**config.mk**
```make
export PLATFORM = sky130hd
export DESIGN_NAME = gor16
export DESIGN_NICKNAME = d
export VERILOG_FILES = /design/src/rtl/gor16_pkg.sv /design/src/rtl/gor16_popcnt.sv /design/src/rtl/gor16.sv
export SDC_FILE = /design/constraint.sdc
export NUM_CORES = 1
export LEC_CHECK = 0
export ABC_AREA = 1
export CAP_MARGIN = 20
export CORE_MARGIN = 8
export CORE_UTILIZATION = 40
export CTS_CLUSTER_DIAMETER = 80
export CTS_CLUSTER_SIZE = 8
export DETAILED_ROUTE_END_ITERATION = 6
export GPL_TIMING_DRIVEN = 1
export PLACE_DENSITY = 0.79
export SETUP_SLACK_MARGIN = 0.5
export SYNTH_ARGS = -nofsm -noshare
export SYNTH_HDL_FRONTEND = slang
export SYNTH_SLANG_ARGS = --single-unit
```
**constraint.sdc**
```tcl
create_clock -name clk -period 10.1 [get_ports clk]
set_clock_uncertainty 0.2 [all_clocks]
set_input_delay 2.525 -clock clk [delete_from_list [all_inputs] [get_ports clk]]
set_output_delay 2.525 -clock clk [all_outputs]
set_load 0.05 [all_outputs]
```
**src/rtl/gor16_pkg.sv**
```systemverilog
// Shared constants for the GOR16 bitwise-OR block.
package gor16_pkg;

  // Default operand and result width in bits.
  localparam int unsigned DEFAULT_WIDTH = 16;

  // Width of the set-bit count. It holds 0..DEFAULT_WIDTH inclusive, so it needs one bit more
  // than log2.
  localparam int unsigned CNT_W = $clog2(DEFAULT_WIDTH) + 1;

endpackage

```
**src/rtl/gor16_popcnt.sv**
```systemverilog
// Purely combinational population count of a WIDTH-bit vector.
module gor16_popcnt
  import gor16_pkg::*;
#(
  parameter int unsigned WIDTH = DEFAULT_WIDTH
) (
  input  logic [WIDTH-1:0]       bits,
  output logic [$clog2(WIDTH):0] count
);

  localparam int unsigned CntW = $clog2(WIDTH) + 1;

  // Ripple-add every bit; the result is wide enough for the all-ones case.
  always_comb begin
    count = '0;
    for (int unsigned i = 0; i < WIDTH; i++) begin
      count = count + CntW'(bits[i]);
    end
  end

endmodule

```
**src/rtl/gor16.sv**
```systemverilog
// GOR16: combinational bitwise OR with reduction flags, a set-bit count,
// a registered result with a valid strobe, and a sticky OR accumulator.
module gor16
  import gor16_pkg::*;
#(
  parameter int unsigned WIDTH = DEFAULT_WIDTH
) (
  input  logic                   clk,
  input  logic                   rst,
  input  logic [WIDTH-1:0]       a,
  input  logic [WIDTH-1:0]       b,
  input  logic                   in_valid,
  input  logic                   acc_clr,
  output logic [WIDTH-1:0]       y,
  output logic                   any,
  output logic                   all,
  output logic [$clog2(WIDTH):0] cnt,
  output logic [WIDTH-1:0]       y_q,
  output logic                   out_valid,
  output logic [WIDTH-1:0]       acc
);

  logic [WIDTH-1:0] acc_base;

  // Zero-latency OR and its reductions; reset does not touch this path.
  always_comb begin
    y   = a | b;
    any = |y;
    all = &y;
  end

  gor16_popcnt #(
    .WIDTH (WIDTH)
  ) u_popcnt (
    .bits  (y),
    .count (cnt)
  );

  // A clear in the same cycle as a valid operand drops the old contents before the
  // operand is ORed in.
  always_comb begin
    acc_base = acc_clr ? '0 : acc;
  end

  // Registered result, valid strobe and accumulator; there is no backpressure.
  always_ff @(posedge clk or posedge rst) begin
    if (rst) begin
      y_q       <= '0;
      out_valid <= 1'b0;
      acc       <= '0;
    end else begin
      out_valid <= in_valid;
      if (in_valid) begin
        y_q <= a | b;
        acc <= acc_base | a | b;
      end else if (acc_clr) begin
        acc <= '0;
      end
    end
  end

endmodule

```
## Yosys cells after proc, flatten, opt, wreduce, memory -nomap -nowiden

Index checks and enable logic that the tools add are counted.
Widths: inputs -> output; s select.

- $add $sub $neg: 15
- Multipliers: 0
- Div/mod/pow operators: 0
- Magnitude comparators: 0
- Eq/ne operators: 0
- Shift-type cells: 0
- Multiplexer cells: 2
- Bitwise logic cells: 3
- Reductions and logical operators: 2

Operator list:

| kind | number |
|---|---|
| $add 5x1->5 | 14 |
| $or 16x16->16 | 3 |
| $mux 16 | 2 |
| $reduce_and 16->1 | 1 |
| $reduce_or 16->1 | 1 |
| $add 1x1->2 | 1 |

- Flip-flop bits (word level): 33
- Latch bits: 0
- Memory bits (writable): 0
- Bits in read-only memories: 0
- Memories kept: 0

## Logic depth before layout (Yosys ltp)

Gate-level depths: netlist of run 1.

- Depth after elaboration: 16
- Depth in mapped cells: 14

## Modules after synthesis

Synthesis of run 1 repeated with hierarchy kept, for this count alone.

- Cells, all modules: 252
- Area, all modules: 2001.9 µm²

By module, submodules not included:

| module | times used | cells an instance | area an instance (µm²) | seq. area each (µm²) |
|---|---|---|---|---|
| gor16 | 1 | 195 | 1519.0 | 825.8 |
| gor16_popcnt | 1 | 57 | 483.0 | 0.0 |

## Worst setup path after synthesis of run 1

OpenSTA, ideal clock, no wires.

- Kind: input to output
- Start point: in a[0]
- End point: out cnt[4]
- Arrival: 6.975 ns
- Required time: 7.375 ns
- Setup slack: 0.400 ns
- Stages: 12
- Path through: nor2_1 > ha_1 > inv_1 > fa_1 > inv_1 > fa_1 > fa_1 > inv_1 > fa_1 > fa_1 > fa_1 > o21ai_0

- Word-level cells in the longest chain between the ends: 16

Ends and longest elaborated chain:

| element | RTL line | source |
|---|---|---|
| from (decl) | gor16.sv:10 | `input logic [WIDTH-1:0] a,` |
| $or 16x16->16 | gor16.sv:27 | `y = a \| b;` |
| $add 1x1->2 | gor16_popcnt.sv:17 | `count = count + CntW'(bits[i]);` |
| $add 5x1->5 (14 in series) | gor16_popcnt.sv:17 |  |
| to (decl) | gor16.sv:17 | `output logic [$clog2(WIDTH):0] cnt,` |

Every way passes these cells.

## Worst setup path after layout of run 1

- Start point: in a[0]
- End point: out cnt[2]

The elaborated chain is that of the path after synthesis.

==> impl_metrics.json, run 1 <==
{
  "n_fill_cell": 370,
  "grt_usage": 0.160,
  "cts_tree": "done",
  "min_from": "y_q[12]",
  "seq_area_frac_synth": 0.447,
  "start_kind": "primary input",
  "cts_hold_buf": 0,
  "cpMostUsedCell": "fa_1",
  "ios": 92,
  "fin_crit_ns": 9.42,
  "antenna_cells": 0,
  "grt_pass1_vias": 1914,
  "worstSetupPathType": "in2out",
  "ys_ff_latch": 33,
  "areaGrowthSynthToFinish_pct": 61.0,
  "antenna_found_initial": 0,
  "min-delay-path-class": "reg2reg",
  "leakage_nw": 1.50,
  "critPathTopFamily": "adder cells",
  "cp_slowest_stage_delay_ns": 0.54,
  "crit_arrival_ns": 6.70,
  "drc": 0,
  "gp_congestion": 0.820,
  "setup_ws_ns": 0.679,
  "tightestPinTransition_ns": 0.573,
  "core.rowCount": 24,
  "synth.net_count": 283,
  "cts_resized": 0,
  "setup_violations": 0,
  "die_h_um": 83.9,
  "antenna_left": 0,
  "vias": 1744,
  "r2r-end": "acc[6]",
  "worstPathCellList": "clkdlybuf4s50_1 -> nor2_1 -> ha_1 -> inv_1 -> fa_1 -> inv_1 -> fa_1 -> fa_1 -> inv_1 -> fa_1 -> fa_2 -> fa_2 -> xnor2_2 -> buf_12",
  "grt_pass1_wl_um": 9240,
  "clk_pin_slew_ns": 0.07,
  "numCtsBuffers": 5,
  "synthCells": 229,
  "fin_tns_setup_ns": 0,
  "syn_area_um2": 1850,
  "cts.sinks": 33,
  "crit_path_top_delay_cell": "fa_1",
  "rr_worst_depth": 2,
  "rsz0062_at_grt": "yes",
  "r2r_slack_ns": 9.22,
  "nets": 378,
  "routed_wl_um": 5330,
  "synth.distinct_cells": 17,
  "slew_violations": 0,
  "postCtsSetupBuffers": 0,
  "die-width_um": 83.9,
  "pre_cts_ws_ns": 0.515,
  "dieArea_um2": 7050,
  "avgSynthCellArea_um2": 8.06,
  "cts_buffer_depth": 2,
  "htree_levels": 2,
  "grt_max_degree": 34,
  "port-buffer-count": 91,
  "insertion_delay_ns": 0.27,
  "cp_max_fo": 2,
  "irDropWorstVdd_mv": 0.239,
  "mostFrequentLayoutCells": "86 x clkdlybuf4s50_1, 84 x nand2_1, 45 x inv_1, 33 x dfrtp_1, 19 x nor2_1",
  "maxCapViolations": 0,
  "viasPerCell": 4.63,
  "holdPathStages": 2,
  "first_pass_iters": 4,
  "cts-root-buf": "clkbuf_8",
  "wl_per_cell_um": 14.1,
  "p_per_area_nw_per_um2": 211,
  "status": "completed",
  "layout-drive-gt1-share": 0.0708,
  "dp_hpwl_um": 4310,
  "overflow": 0,
  "core_area_um2": 4410,
  "crit_buf_inv": 5,
  "final_core_util": 0.673,
  "slew_headroom": 0.617,
  "drtIter0Drc": 45,
  "layout_commonest_cell": "clkdlybuf4s50_1",
  "fmax_mhz": 106,
  "yosys_warnings": 0,
  "cp-startpoint": "a[0]",
  "cp.required_ns": 7.38,
  "total_power_w": 0.000626,
  "whs_endpoint": "y_q[12]",
  "r2r_start": "acc[6]",
  "hold_violations": 0,
  "end_kind": "output pin",
  "initial_utilization": 0.418,
  "fin_crit_sh": 0.933
}
[sequential cells by signal, indices dropped and copies added (netlist names)]
name,cells
acc,16
y_q,16
out_valid,1
[worst register-to-register path, stage by stage, from the launching register on]
cell	delay [ns]
dfrtp_1	0.39
nand2_1	0.07
o21ai_0	0.09
[worst max-delay path by stage]
stage	endpoint	cells after the start
4_1_cts	cnt[2]	14
2_1_floorplan	cnt[2]	12
6_report	cnt[2]	14
5_1_grt	cnt[2]	14
3_3_place_gp	cnt[0]	13
3_5_place_dp	cnt[0]	13
[synth_stat cells]
cell | count | area share
a21oi_1 | 1 | 0.0027
a21o_1 | 1 | 0.0041
nand3_1 | 5 | 0.014
xnor2_1 | 1 | 0.0047
ha_1 | 8 | 0.054
nor2_2 | 3 | 0.010
dfrtp_1 | 33 | 0.45
nand2_1 | 84 | 0.17
buf_2 | 4 | 0.011
nor2_4 | 1 | 0.0061
nor2_1 | 19 | 0.039
inv_2 | 2 | 0.0041
nand2_2 | 1 | 0.0034
fa_1 | 10 | 0.11
inv_1 | 45 | 0.091
o21ai_0 | 7 | 0.019
o21ai_1 | 4 | 0.011
[metal layers]
metal / global-route usage / part of all wire / vias to the layer above / wire, um
met2: 0.271 / 0.50 / 60 / 2650
met3: 0.0664 / 0.078 / 4 / 416
met4: 0.0408 / 0.0096 / 0 / 51
met1: 0.179 / 0.42 / 822 / 2220
li1: - / - / 858 / -
met5: 0 / 0 / - / 0
[metrics by stage]
stage               hold WS, ns  cells  instance area, um^2
floorplan                 0.556    229                 1850
global placement          0.263    369                 2840
detailed placement        0.266    369                 2840
CTS                       0.284    377                 2950
global route              0.304    377                 2970
finish                    0.281    377                 2970
[cell type report]
cell class / instances / area (um^2) / share of cell area
clock inverter: 1 / 30.0 / 0.0101
inverter: 47 / 176 / 0.0593
timing repair buffer: 92 / 948 / 0.319
multi-input combinational: 145 / 841 / 0.283
tap: 52 / 65.1 / 0.0219
sequential: 33 / 826 / 0.278
clock buffer: 7 / 86.3 / 0.0290
[where the power goes]
part | switching (W) | leakage (nW) | internal [W]
registers | 0.00000625 | 0.378 | 0.000144
clock network | 0.0000460 | 0.0585 | 0.0000804
logic | 0.000213 | 1.07 | 0.000136
[cells by family after synthesis]
kind of cell | after synthesis | share of synthesized area
simple gates | 113 | 0.243
buf+inv | 51 | 0.106
flops | 33 | 0.447
fa+ha+maj | 18 | 0.163
compound gates | 13 | 0.0366
xor+xnor | 1 | 0.00474
No activity file was read; power rests on OpenSTA's default activity.
==> run 2, diff against run 1 <==
--- a/config.mk
+++ b/config.mk
@@ -13,7 +13,7 @@
 export CTS_CLUSTER_SIZE = 8
 export DETAILED_ROUTE_END_ITERATION = 6
 export GPL_TIMING_DRIVEN = 1
-export PLACE_DENSITY = 0.79
+export PLACE_DENSITY_LB_ADDON = 0.3
 export SETUP_SLACK_MARGIN = 0.5
 export SYNTH_ARGS = -nofsm -noshare
 export SYNTH_HDL_FRONTEND = slang
==> run 2 against run 1 <==
  * Sequential power is essentially flat
  * Sequential share of layout area grew 0.28 points
  * Worst hold slack lost 0.0022 ns
  * Global-route usage shrank 1.3 points
  * Register-to-register slack is essentially flat
  * First-iteration DRC count grew 36%
  * Wire length shrank 3.4%
  * Non-clock buffer count is the same
  * Via count shrank 1.0%
  * Critical path type unchanged
==> impl_metrics.json, run 2 (synthesis results as in run 1) <==
{
  "status": "completed",
  "start_kind": "primary input",
  "cts_buffer_depth": 2,
  "r2r_start": "acc[3]",
  "pwr-share-clk": 0.161,
  "drtIter0Drc": 61,
  "worstSetupPathType": "in2out",
  "areaGrowthSynthToFinish_pct": 59.3,
  "slew_headroom": 0.645,
  "placed_area_um2": 2840,
  "routed_wl_um": 5150,
  "grtUsageMet1": 0.179,
  "cp.required_ns": 7.38,
  "clk_pin_slew_ns": 0.07,
  "cp_max_fo": 2,
  "grt_usage": 0.147,
  "multiInputGateArea_um2": 841,
  "grt_pass1_vias": 1797,
  "nets": 378,
  "slew_violations": 0,
  "reg.largest.list": "acc x16, y_q x16, out_valid x1",
  "antenna_left": 0,
  "grtUsageMet3": 0.0654,
  "htree_levels": 2,
  "wl_per_cell_um": 13.7,
  "cts_hold_buf": 0,
  "ios": 92,
  "layout_commonest_cell": "clkdlybuf4s50_1",
  "dieArea_um2": 7050,
  "postCtsSetupBuffers": 0,
  "drc": 0,
  "intPower_w": 0.000328,
  "grt_max_degree": 34,
  "cts-root-buf": "clkbuf_8",
  "layout-drive-gt1-share": 0.0738,
  "cp-startpoint": "b[0]",
  "p_per_area_nw_per_um2": 201,
  "final_area_um2": 2940,
  "comb_power_share": 0.585,
  "fin_crit_ns": 9.43,
  "fmax_mhz": 106,
  "tightestPinTransition_ns": 0.531,
  "setup_violations": 0,
  "overflow": 0,
  "insertion_delay_ns": 0.27,
  "placed_cells": 369,
  "cts_tree": "done",
  "viasPerCell": 4.58,
  "leakage_nw": 1.49,
  "mostFrequentLayoutCells": "86 x clkdlybuf4s50_1, 84 x nand2_1, 45 x inv_1, 33 x dfrtp_1, 19 x nor2_1",
  "initial_utilization": 0.418,
  "antenna_cells": 0,
  "antenna_found_initial": 0,
  "irDropWorstVdd_mv": 0.258,
  "rsz0062_at_grt": "no",
  "core.rowCount": 24,
  "power_frac_seq": 0.254,
  "grt_util_met2": 0.237,
  "maxCapViolations": 0,
  "core_area_um2": 4410,
  "sw_frac_of_total": 0.447,
  "crit_arrival_ns": 6.70,
  "power.switching_w": 0.000264,
  "n_fill_cell": 389,
  "first_pass_iters": 4,
  "fin_tns_setup_ns": 0,
  "gp_congestion": 0.754,
  "grt-busiest-layer": "met2",
  "min-delay-path-class": "reg2reg",
  "die-width_um": 83.9,
  "end_kind": "output pin",
  "cts.sinks": 33,
  "numCtsBuffers": 5,
  "fin_crit_sh": 0.933,
  "hold_violations": 0,
  "min_from": "acc[10]",
  "hold_slack_ns": 0.279,
  "vias": 1726,
  "die_h_um": 83.9,
  "layout.cells.non_filler": 377,
  "dp_hpwl_um": 4200,
  "regArea_um2": 826,
  "grt_pass1_wl_um": 8630,
  "port-buffer-count": 91
}
-- run 2: cell count changes in the layout (fill, tap and decap cells not counted) --
cell | previous run | this run
clkinv_2 | 0 | 2
clkbuf_1 | 1 | 0
clkinvlp_4 | 0 | 1
clkbuf_8 | 6 | 5
bufinv_16 | 1 | 0
-- run 2: path summary, 6_finish.rpt --
path | cells past startpoint | endpoint | slack (ns)
worst max-delay path | 14 | cnt[2] | 0.67
worst min-delay path | 2 | acc[10] | 0.28
worst max register to register | 2 | acc[3] | 9.23
worst min register to register | 2 | acc[10] | 0.28
max in group asynchronous | 3 | acc[14] | 6.97
min in group asynchronous | 3 | y_q[10] | 2.44
-- run 2: timing repair --
item                                    4_1_cts  5_1_grt
endpoints found under the setup margin        1        3
pin swaps                                     0        1
resized for setup                             1        4
cloned                                        0        0
hold endpoints to repair                      0        0
-- run 2: cell type report --
cell class	count	share of cell area
clock buffers	5	0.0234
clock inverters	3	0.00595
inverters	47	0.0599
multi-input cells	145	0.286
flip-flops and latches	33	0.281
well taps	52	0.0221
repair buffers	92	0.322
-- run 2: power by group through the flow --
stage,logic [W],clock network [W],registers (W)
6_report,0.000347,0.0000952,0.000150
5_1_grt,0.000371,0.000104,0.000152
4_1_cts,0.000348,0.0000978,0.000150
3_5_place_dp,0.000341,0,0.000153
3_3_place_gp,0.000338,0,0.000152
2_1_floorplan,0.000164,0,0.000195
-- run 2: layer usage --
| metal | up-vias | share of wire | routed length (um) |
|---|---|---|---|
| met1 | 802 | 0.43 | 2240 |
| met2 | 65 | 0.47 | 2420 |
| li1 | 857 | - | - |
| met4 | 0 | 0.0037 | 19 |
| met3 | 2 | 0.091 | 468 |
| met5 | - | 0 | 0 |
-- run 2: worst max-delay path: stages --
cell             delay (ns)
clkdlybuf4s50_1        0.46
nor2_1                 0.05
ha_1                   0.27
inv_1                  0.05
fa_1                   0.52
inv_1                  0.05
fa_1                   0.50
fa_1                   0.54
inv_1                  0.05
fa_1                   0.48
fa_2                   0.42
fa_2                   0.39
xnor2_2                0.22
buf_12                 0.17
-- run 2: stage by stage --
stage          power, W  setup slack (ns)  utilization
2_1_floorplan  0.000360             0.662            -
5_1_grt        0.000627             0.500        0.667
3_3_place_gp   0.000491             0.537        0.643
3_5_place_dp   0.000494             0.508        0.643
6_report       0.000592             0.673        0.667
4_1_cts        0.000596             0.503        0.664
